--- src/rtl/jk_drive_sequencer.sv ---
// jk_drive_sequencer: queues target Q bits and drives J/K of an external JK flip-flop,
// one target per DRIVE/CHECK pair. Optional macro JK_CHECK_EN enables the CHECK comparison.
`default_nettype none

module jk_drive_sequencer #(
    parameter int DEPTH   = 4,
    parameter int DC_FILL = 0
) (
    input  logic       clk,
    input  logic       reset,
    input  logic       in_valid,
    input  logic       in_bit,
    output logic       in_ready,
    input  logic       q_fb,
    input  logic       clr_err,
    output logic       J,
    output logic       K,
    output logic       drive_valid,
    output logic       busy,
    output logic       err,
    output logic [7:0] err_count
);

    localparam int AW = $clog2(DEPTH);
    localparam int CW = $clog2(DEPTH + 1);
    localparam logic [CW-1:0] FULL_CNT = CW'(DEPTH);

    typedef enum logic [1:0] {
        IDLE  = 2'd0,
        DRIVE = 2'd1,
        CHECK = 2'd2
    } state_t;

    state_t          state;
    state_t          state_next;
    logic [DEPTH-1:0] mem;
    logic [AW-1:0]   wr_ptr;
    logic [AW-1:0]   rd_ptr;
    logic [CW-1:0]   count;
    logic [CW-1:0]   count_next;
    logic            push;
    logic            pop;
    logic            head;
    logic            raw_j;
    logic            raw_k;

    // Ready comes from registered occupancy only; a pop in the same cycle does not free a slot.
    assign in_ready = (count != FULL_CNT);
    assign push     = in_valid && in_ready;
    assign pop      = (state == CHECK);
    assign head     = mem[rd_ptr];

    always_comb begin
        count_next = count;
        case ({push, pop})
            2'b10:   count_next = count + CW'(1);
            2'b01:   count_next = count - CW'(1);
            default: count_next = count;
        endcase
    end

    always_ff @(posedge clk) begin
        if (push) begin
            mem[wr_ptr] <= in_bit;
        end
    end

    // DEPTH is a power of two, so the pointers wrap naturally at AW bits.
    always_ff @(posedge clk or posedge reset) begin
        if (reset) begin
            wr_ptr <= '0;
            rd_ptr <= '0;
            count  <= '0;
        end else begin
            if (push) begin
                wr_ptr <= wr_ptr + AW'(1);
            end
            if (pop) begin
                rd_ptr <= rd_ptr + AW'(1);
            end
            count <= count_next;
        end
    end

    always_ff @(posedge clk or posedge reset) begin
        if (reset) begin
            state <= IDLE;
        end else begin
            state <= state_next;
        end
    end

    // An incoming push starts DRIVE on the very next cycle; the entry is already written by then.
    always_comb begin
        state_next = state;
        case (state)
            IDLE:    state_next = ((count != '0) || push) ? DRIVE : IDLE;
            DRIVE:   state_next = CHECK;
            CHECK:   state_next = (count_next != '0) ? DRIVE : IDLE;
            default: state_next = IDLE;
        endcase
    end

    generate
        if (DC_FILL == 0) begin : g_dc_setreset
            assign raw_j = ~q_fb & head;
            assign raw_k = q_fb & ~head;
        end else begin : g_dc_toggle
            assign raw_j = q_fb | head;
            assign raw_k = ~(q_fb & head);
        end
    endgenerate

    assign drive_valid = (state == DRIVE);
    assign J           = drive_valid & raw_j;
    assign K           = drive_valid & raw_k;
    assign busy        = (state != IDLE) || (count != '0);

`ifdef JK_CHECK_EN
    logic mismatch;
    assign mismatch = (state == CHECK) && (q_fb != head);

    always_ff @(posedge clk or posedge reset) begin
        if (reset) begin
            err       <= 1'b0;
            err_count <= 8'd0;
        end else if (clr_err) begin
            err       <= 1'b0;
            err_count <= 8'd0;
        end else if (mismatch) begin
            err <= 1'b1;
            if (err_count != 8'hFF) begin
                err_count <= err_count + 8'd1;
            end
        end
    end
`else
    logic unused_clr_err;
    assign unused_clr_err = clr_err;
    assign err            = 1'b0;
    assign err_count      = 8'd0;
`endif

endmodule

`default_nettype wire

--- config.mk ---
export PLATFORM = sky130hd
export DESIGN_NAME = jk_drive_sequencer
export DESIGN_NICKNAME = d
export VERILOG_FILES = /design/src/rtl/jk_drive_sequencer.sv
export SDC_FILE = /design/constraint.sdc
export NUM_CORES = 1
export LEC_CHECK = 0
export BUFFER_PORTS_ARGS = -buffer_cell sky130_fd_sc_hd__clkbuf_2
export CORE_MARGIN = 5
export CORE_UTILIZATION = 45
export CTS_BUF_LIST = sky130_fd_sc_hd__clkbuf_4 sky130_fd_sc_hd__clkbuf_8 sky130_fd_sc_hd__clkbuf_16
export DETAILED_ROUTE_END_ITERATION = 7
export HOLD_SLACK_MARGIN = 0.06
export PLACE_DENSITY_LB_ADDON = 0.2
export SLEW_MARGIN = 20
export SYNTH_ARGS = -nofsm -noshare
export SYNTH_HDL_FRONTEND = slang
export SYNTH_SLANG_ARGS = --single-unit
export TNS_END_PERCENT = 50
--- constraint.sdc ---
create_clock -name clk -period 3.53 [get_ports clk]
set_input_delay 0.353 -clock clk [delete_from_list [all_inputs] [get_ports clk]]
set_output_delay 0.353 -clock clk [all_outputs]
set_load 0.01 [all_outputs]
==> flow_summary.yaml, run 1 <==
cts:
  cts-root-buf: "clkbuf_4"
  clk_path_buf_depth: 2
  numCtsBuffers: 3
  cts_num_sinks: 13
  cts.clk_slew.worst_paths_ns: 0.07
  cts_tree: "built"
  h-tree-depth: 1
  cts_setup_buffers: 0
  clkLatencyLatePin_ns: 0.27
routing:
  vias: 425
  firstDrtPassIters: 4
  drt-initial-drc-count: 5
  drtAntennaViolNets: 0
  totalWireLength_um: 1060
  via_per_inst: 4.67
  wl_per_cell_um: 11.6
  drt_drc_violations_left: 0
power:
  power_mw: 0.666
  p_comb_frac: 0.437
  switching_share: 0.349
  power_frac_seq: 0.419
  power.leakage_nw: 0.400
  p_int_mw: 0.433
  p_per_area_mw_per_mm2: 808
  ir_drop_v: 0.000388
  p_switching_mw: 0.233
  clock_power_share: 0.145
logic_synthesis:
  synth_area_leaders: "dfrtp_1 30%, edfxtp_1 16%, buf_4 8.9%"
  ys_types: 26
  avgSynthCellArea_um2: 12.2
  syn-instance-count: 62
  synth-seq-area-share: 0.456
  synth_edf_count: 4
  synth_area_um2: 757
  yosys_warnings: 0
  ys_seq_elements: 13
  synth_top_area_cell: "dfrtp_1"
  synthTopCellsByCount: "9 x buf_4, 9 x dfrtp_1, 5 x ha_1"
  async_reset_ff_frac: 0.692
  yosysTopAreaCellShare: 0.298
  synthFlopType: "dfrtp_1"
sta:
  timing.fmax_mhz: 435
  fin_crit_sh: 0.651
  fin_ws_ns: 1.23
  finalMaxSlewViolations: 0
  hold_viol_final: 0
  finalSetupViolations: 0
  finalSetupTns_ns: 0
  fin_worst_skew_ns: 0.00223
  layout_min_cycle_time_ns: 2.30
  rsz0062_at_grt: "false"
critical_path:
  worstSetupPathType: "flip-flop to flip-flop"
  critPathLaunch: "count[0]"
  path_max_fanout: 6
  end_kind: "flip-flop"
  start_kind: "flip-flop"
  cp_slowest_stage_delay_ns: 0.46
  worstReg2RegEnd: "state[0]"
  crit_slowest_cell: "dfrtp_1"
  reg2reg_from: "count[0]"
  crit_chain: "or3b_4 > and2_4 > inv_1 > ha_1 > fa_1 > nor3b_1 > o21a_1 > a31oi_1"
  timing.critical_path.to: "state[0]"
  reg2reg_setup_slack_ns: 1.23
  worstRegToRegCells: 8
  required_ns: 3.68
  critPathArrivalTime_ns: 2.45
placement:
  place.gp.congestion: 0.710
  placed_cell_area_um2: 785
  port-buffer-count: 9
  post-place-ws_ns: 1.23
  placed_cells: 86
  dp_hpwl_um: 838
floorplanning:
  io_pins: 20
  start_util: 0.486
  coreArea_mm2: 0.00156
  dieArea_mm2: 0.00260
  die_x_um: 51.0
  row_count: 14
  die_y_um: 51.0
layout:
  fillerInstances: 138
  antenna_cells: 0
  fin_cells: 91
  fin_area_um2: 825
  drive_gt1_frac: 0.307
  multi_input_area_um2: 359
  final-seq-area_um2: 345
  layout.nets: 88
  area_growth_pct: 8.93
global_routing:
  grtUsageTotal: 0.0947
  grt_overflow_total: 0
  antenna_found_initial: 0
  grt_max_degree: 10
  grt_pass1_wl_um: 1790
  grt_pass1_vias: 399
run_status:
  outcome: "completed"
flow_run:
  cap_violations: 0
worst_hold_path:
  hp-class: "input pin to flip-flop"
-- layer usage --
metal | share of wire | track usage
met1 | 0.48 | 0.125
met2 | 0.42 | 0.131
met3 | 0.086 | 0.0465
met4 | 0.011 | 0.0404
met5 | 0 | 0
-- cell type report --
cell class / count / area share
Clock buffer: 4 / 0.0364
Inverter: 4 / 0.0182
Multi-Input combinational cell: 44 / 0.436
Sequential cell: 13 / 0.419
Tap cell: 16 / 0.0243
Timing Repair Buffer: 10 / 0.0668
-- registers in the layout, summed over array words and instances (netlist names) --
register	count
state	2
mem	4
rd_ptr	2
wr_ptr	2
count	3
-- cells by family after synthesis --
group,share of synthesized area
multiplexers,0.0645
AND/OR/NAND/NOR,0.164
AO/OA/AOI/OAI,0.0347
XOR/XNOR,0.0578
buffers and inverters,0.109
flip-flops,0.456
adder cells (fa/ha/maj),0.109
other,0.00495
-- worst max-delay path: cells and delay by family, from the launching register on --
| family | cells | cell delay [ns] |
|---|---|---|
| buf+inv | 1 | 0.05 |
| flops | 1 | 0.46 |
| compound gates | 2 | 0.20 |
| fa+ha+maj | 2 | 0.63 |
| simple gates | 3 | 0.83 |
-- worst min path at each step --
stage                     end  startpoint  slack, ns  depth (start not counted)
finish                 mem[2]      in_bit       0.31                          1
global route           mem[2]      in_bit       0.30                          1
detailed placement   state[1]       reset       0.32                          2
global placement    rd_ptr[1]       reset       0.32                          2
floorplan            count[0]       reset       0.18                          1
CTS                    mem[3]      in_bit       0.30                          1
-- power groups by stage --
| stage | Clock [mW] | Combinational [mW] | Sequential [mW] |
|---|---|---|---|
| 6_report | 0.0963 | 0.291 | 0.279 |
| 5_1_grt | 0.109 | 0.327 | 0.292 |
| 4_1_cts | 0.101 | 0.297 | 0.280 |
| 3_5_place_dp | 0 | 0.294 | 0.282 |
| 3_3_place_gp | 0 | 0.288 | 0.282 |
| 2_1_floorplan | 0 | 0.245 | 0.269 |
-- repair_timing --
action,in CTS,in global routing
hold endpoints to repair,9,0
resized for setup,0,0
hold buffers,1,0
-- metrics by stage --
stage / util / hold slack [ns]
floorplan: - / 0.181
detailed placement: 0.503 / 0.324
CTS: 0.529 / 0.297
global placement: 0.503 / 0.321
finish: 0.529 / 0.308
global route: 0.529 / 0.303
-- cell usage in the layout, fill, tap and decap left out, types with 2 or more instances in the layout --
cell	n
nor3b_1	2
clkbuf_2	9
nor2b_1	2
conb_1	9
and3_2	4
nand2_1	2
and3b_1	2
clkbuf_4	4
ha_1	5
xnor2_1	4
dfrtp_1	9
inv_1	4
edfxtp_1	4
Power figures use the tool's default switching activity.
==> run 2, diff against run 1 <==
--- a/config.mk
+++ b/config.mk
@@ -5,6 +5,7 @@
 export SDC_FILE = /design/constraint.sdc
 export NUM_CORES = 1
 export LEC_CHECK = 0
+export ABC_AREA = 1
 export BUFFER_PORTS_ARGS = -buffer_cell sky130_fd_sc_hd__clkbuf_2
 export CORE_MARGIN = 5
 export CORE_UTILIZATION = 45
==> constraint.sdc (replaced) <==
create_clock -name clk -period 2.15 [get_ports clk]
set_input_delay 0.215 -clock clk [delete_from_list [all_inputs] [get_ports clk]]
set_output_delay 0.215 -clock clk [all_outputs]
set_load 0.01 [all_outputs]
==> run 2 against run 1 <==
  * Combinational power rose by 100%
  * Sequential power rose by 62%
  * Critical path depth rose by 3
  * Global-route usage fell by 0.23 points
  * Count of clock-buffer cells in the layout did not move
  * Critical path type unchanged
  * Critical endpoint unchanged
  * Largest cell class is now sequential cells
  * Highest routed layer unchanged
==> flow_summary.yaml, run 2 <==
global_routing:
  grt_pass1_vias: 475
  grt_pass1_wl_um: 1790
  grt_overflow_total: 0
  grtUsageTotal: 0.0923
  antenna_found_initial: 0
  grt_max_degree: 10
routing:
  drtAntennaViolNets: 0
  via_per_inst: 4.27
  totalWireLength_um: 1150
  drt_drc_violations_left: 0
  firstDrtPassIters: 4
  wl_per_cell_um: 9.08
  drt-initial-drc-count: 7
  vias: 542
sta:
  finalMaxSlewViolations: 0
  timing.fmax_mhz: 525
  finalSetupTns_ns: 0
  hold_viol_final: 0
  fin_worst_skew_ns: 0.00392
  finalSetupViolations: 0
  layout_min_cycle_time_ns: 1.90
  rsz0062_at_grt: "false"
  fin_crit_sh: 0.886
logic_synthesis:
  avgSynthCellArea_um2: 8.94
  synth_top_area_cell: "dfrtp_1"
  ys_seq_elements: 13
  synth-seq-area-share: 0.434
  synth_area_leaders: "dfrtp_1 28%, edfxtp_1 15%, buf_4 8.5%"
  synth_area_um2: 796
  synthTopCellsByCount: "15 x nand2_1, 14 x inv_1, 9 x buf_4, 9 x dfrtp_1, 7 x nor2_1"
  async_reset_ff_frac: 0.692
  synth_edf_count: 4
  syn-instance-count: 89
  ys_types: 21
  synthFlopType: "dfrtp_1"
  yosysTopAreaCellShare: 0.283
  yosys_warnings: 0
  yosys.cell_count.top_type: "nand2_1"
layout:
  largest_reg_flops: 4
  regMostFlops: "mem"
  area_growth_pct: 9.91
  layout_commonest_cell: "nand2_1"
  most-common-layout-cells: "15 x nand2_1, 14 x inv_1, 9 x conb_1, 9 x dfrtp_1, 9 x clkbuf_2"
  top_regs: "mem: 4 flops, count: 3 flops"
  antenna_cells: 0
  fillerInstances: 160
  fin_cells: 127
  layout.nets: 115
  drive_gt1_frac: 0.245
cts:
  cts_num_sinks: 13
  clk_path_buf_depth: 2
  cts_setup_buffers: 0
  postCtsResizedCells: 0
  cts-root-buf: "clkbuf_4"
  clkLatencyLatePin_ns: 0.26
  cts.clk_slew.worst_paths_ns: 0.07
  cts_tree: "built"
  numCtsBuffers: 3
  h-tree-depth: 1
critical_path:
  critPathArrivalTime_ns: 2.06
  end_kind: "flip-flop"
  worstRegToRegCells: 11
  start_kind: "flip-flop"
  worstReg2RegEnd: "state[0]"
  required_ns: 2.30
  critPathLaunch: "count[1]"
  path_max_fanout: 8
  reg2reg_from: "count[1]"
  worstSetupPathType: "flip-flop to flip-flop"
  timing.critical_path.to: "state[0]"
  reg2reg_setup_slack_ns: 0.25
flow_run:
  cap_violations: 0
placement:
  port-buffer-count: 9
  place.gp.congestion: 0.722
  placed_cells: 122
  dp_hpwl_um: 989
floorplanning:
  row_count: 15
  die_y_um: 52.1
  start_util: 0.466
  die_x_um: 52.1
  coreArea_mm2: 0.00171
  dieArea_mm2: 0.00271
  io_pins: 20
power:
  p_per_area_mw_per_mm2: 1360
  power.leakage_nw: 0.452
  ir_drop_v: 0.000641
worst_hold_path:
  hp-class: "input pin to flip-flop"
run_status:
  outcome: "completed"
run 2: cell type report:
class                   instances  area (um2)  area share
well taps                      25        31.3      0.0358
multi-input cells              57         345       0.395
repair buffers                 10        55.1      0.0629
clock buffers                   4        30.0      0.0343
flip-flops and latches         13         345       0.395
inverters                      18        67.6      0.0773
run 2: worst min path at each step:
| stage | from | to | slack (ns) | cells after the start |
|---|---|---|---|---|
| after floorplan | reset | count[0] | 0.04 | 1 |
| after global placement | reset | wr_ptr[0] | 0.18 | 2 |
| after detailed placement | reset | wr_ptr[0] | 0.17 | 2 |
| after CTS | in_bit | mem[3] | 0.16 | 1 |
| after global routing | in_bit | mem[1] | 0.16 | 1 |
| final | in_bit | mem[3] | 0.17 | 1 |
run 2: logic make-up (layout without fill, tap and decap cells):
family,after synthesis,after routing,synth area share
compound gates,4,4,0.0346
xor+xnor,3,3,0.0330
fa+ha+maj,6,6,0.104
buf+inv,27,32,0.170
flops,13,13,0.434
other cells,1,9,0.00471
simple gates,35,35,0.220
run 2: per-stage QoR:
stage          setup slack [ns]   util  hold slack [ns]  power [mW]  instance area, um2
2_1_floorplan             0.329      -           0.0429       0.920                 826
3_3_place_gp              0.264  0.489            0.178        1.02                 835
3_5_place_dp              0.251  0.489            0.174        1.04                 835
4_1_cts                   0.237  0.512            0.156        1.21                 875
5_1_grt                   0.102  0.512            0.156        1.31                 875
6_report                  0.246  0.512            0.167        1.19                 875
run 2: where the power goes:
group,internal (mW),switching (mW)
clock,0.0843,0.0689
combinational,0.227,0.354
sequential,0.362,0.0907
run 2: routing by layer:
metal / part of all wire / vias up / track usage
met1: 0.43 / 246 / 0.0984
met2: 0.49 / 14 / 0.155
li1: - / 280 / -
met3: 0.071 / 2 / 0.0516
met5: 0 / - / 0
met4: 0.0069 / 0 / 0.0262
run 2: worst max-delay path: stages (launching register included):
cell     delay (ns)
dfrtp_1        0.42
inv_2          0.08
nand3_2        0.11
nand2_4        0.12
ha_1           0.21
fa_1           0.44
nand2_2        0.09
nand2_2        0.05
nor2_2         0.10
nand3_1        0.08
nand2_1        0.06
nand2_1        0.04
run 2: timing repair:
action                                  4_1_cts  5_1_grt
endpoints found under the setup margin        0        0
hold buffers                                  1        0
endpoints found under the hold margin         9        0
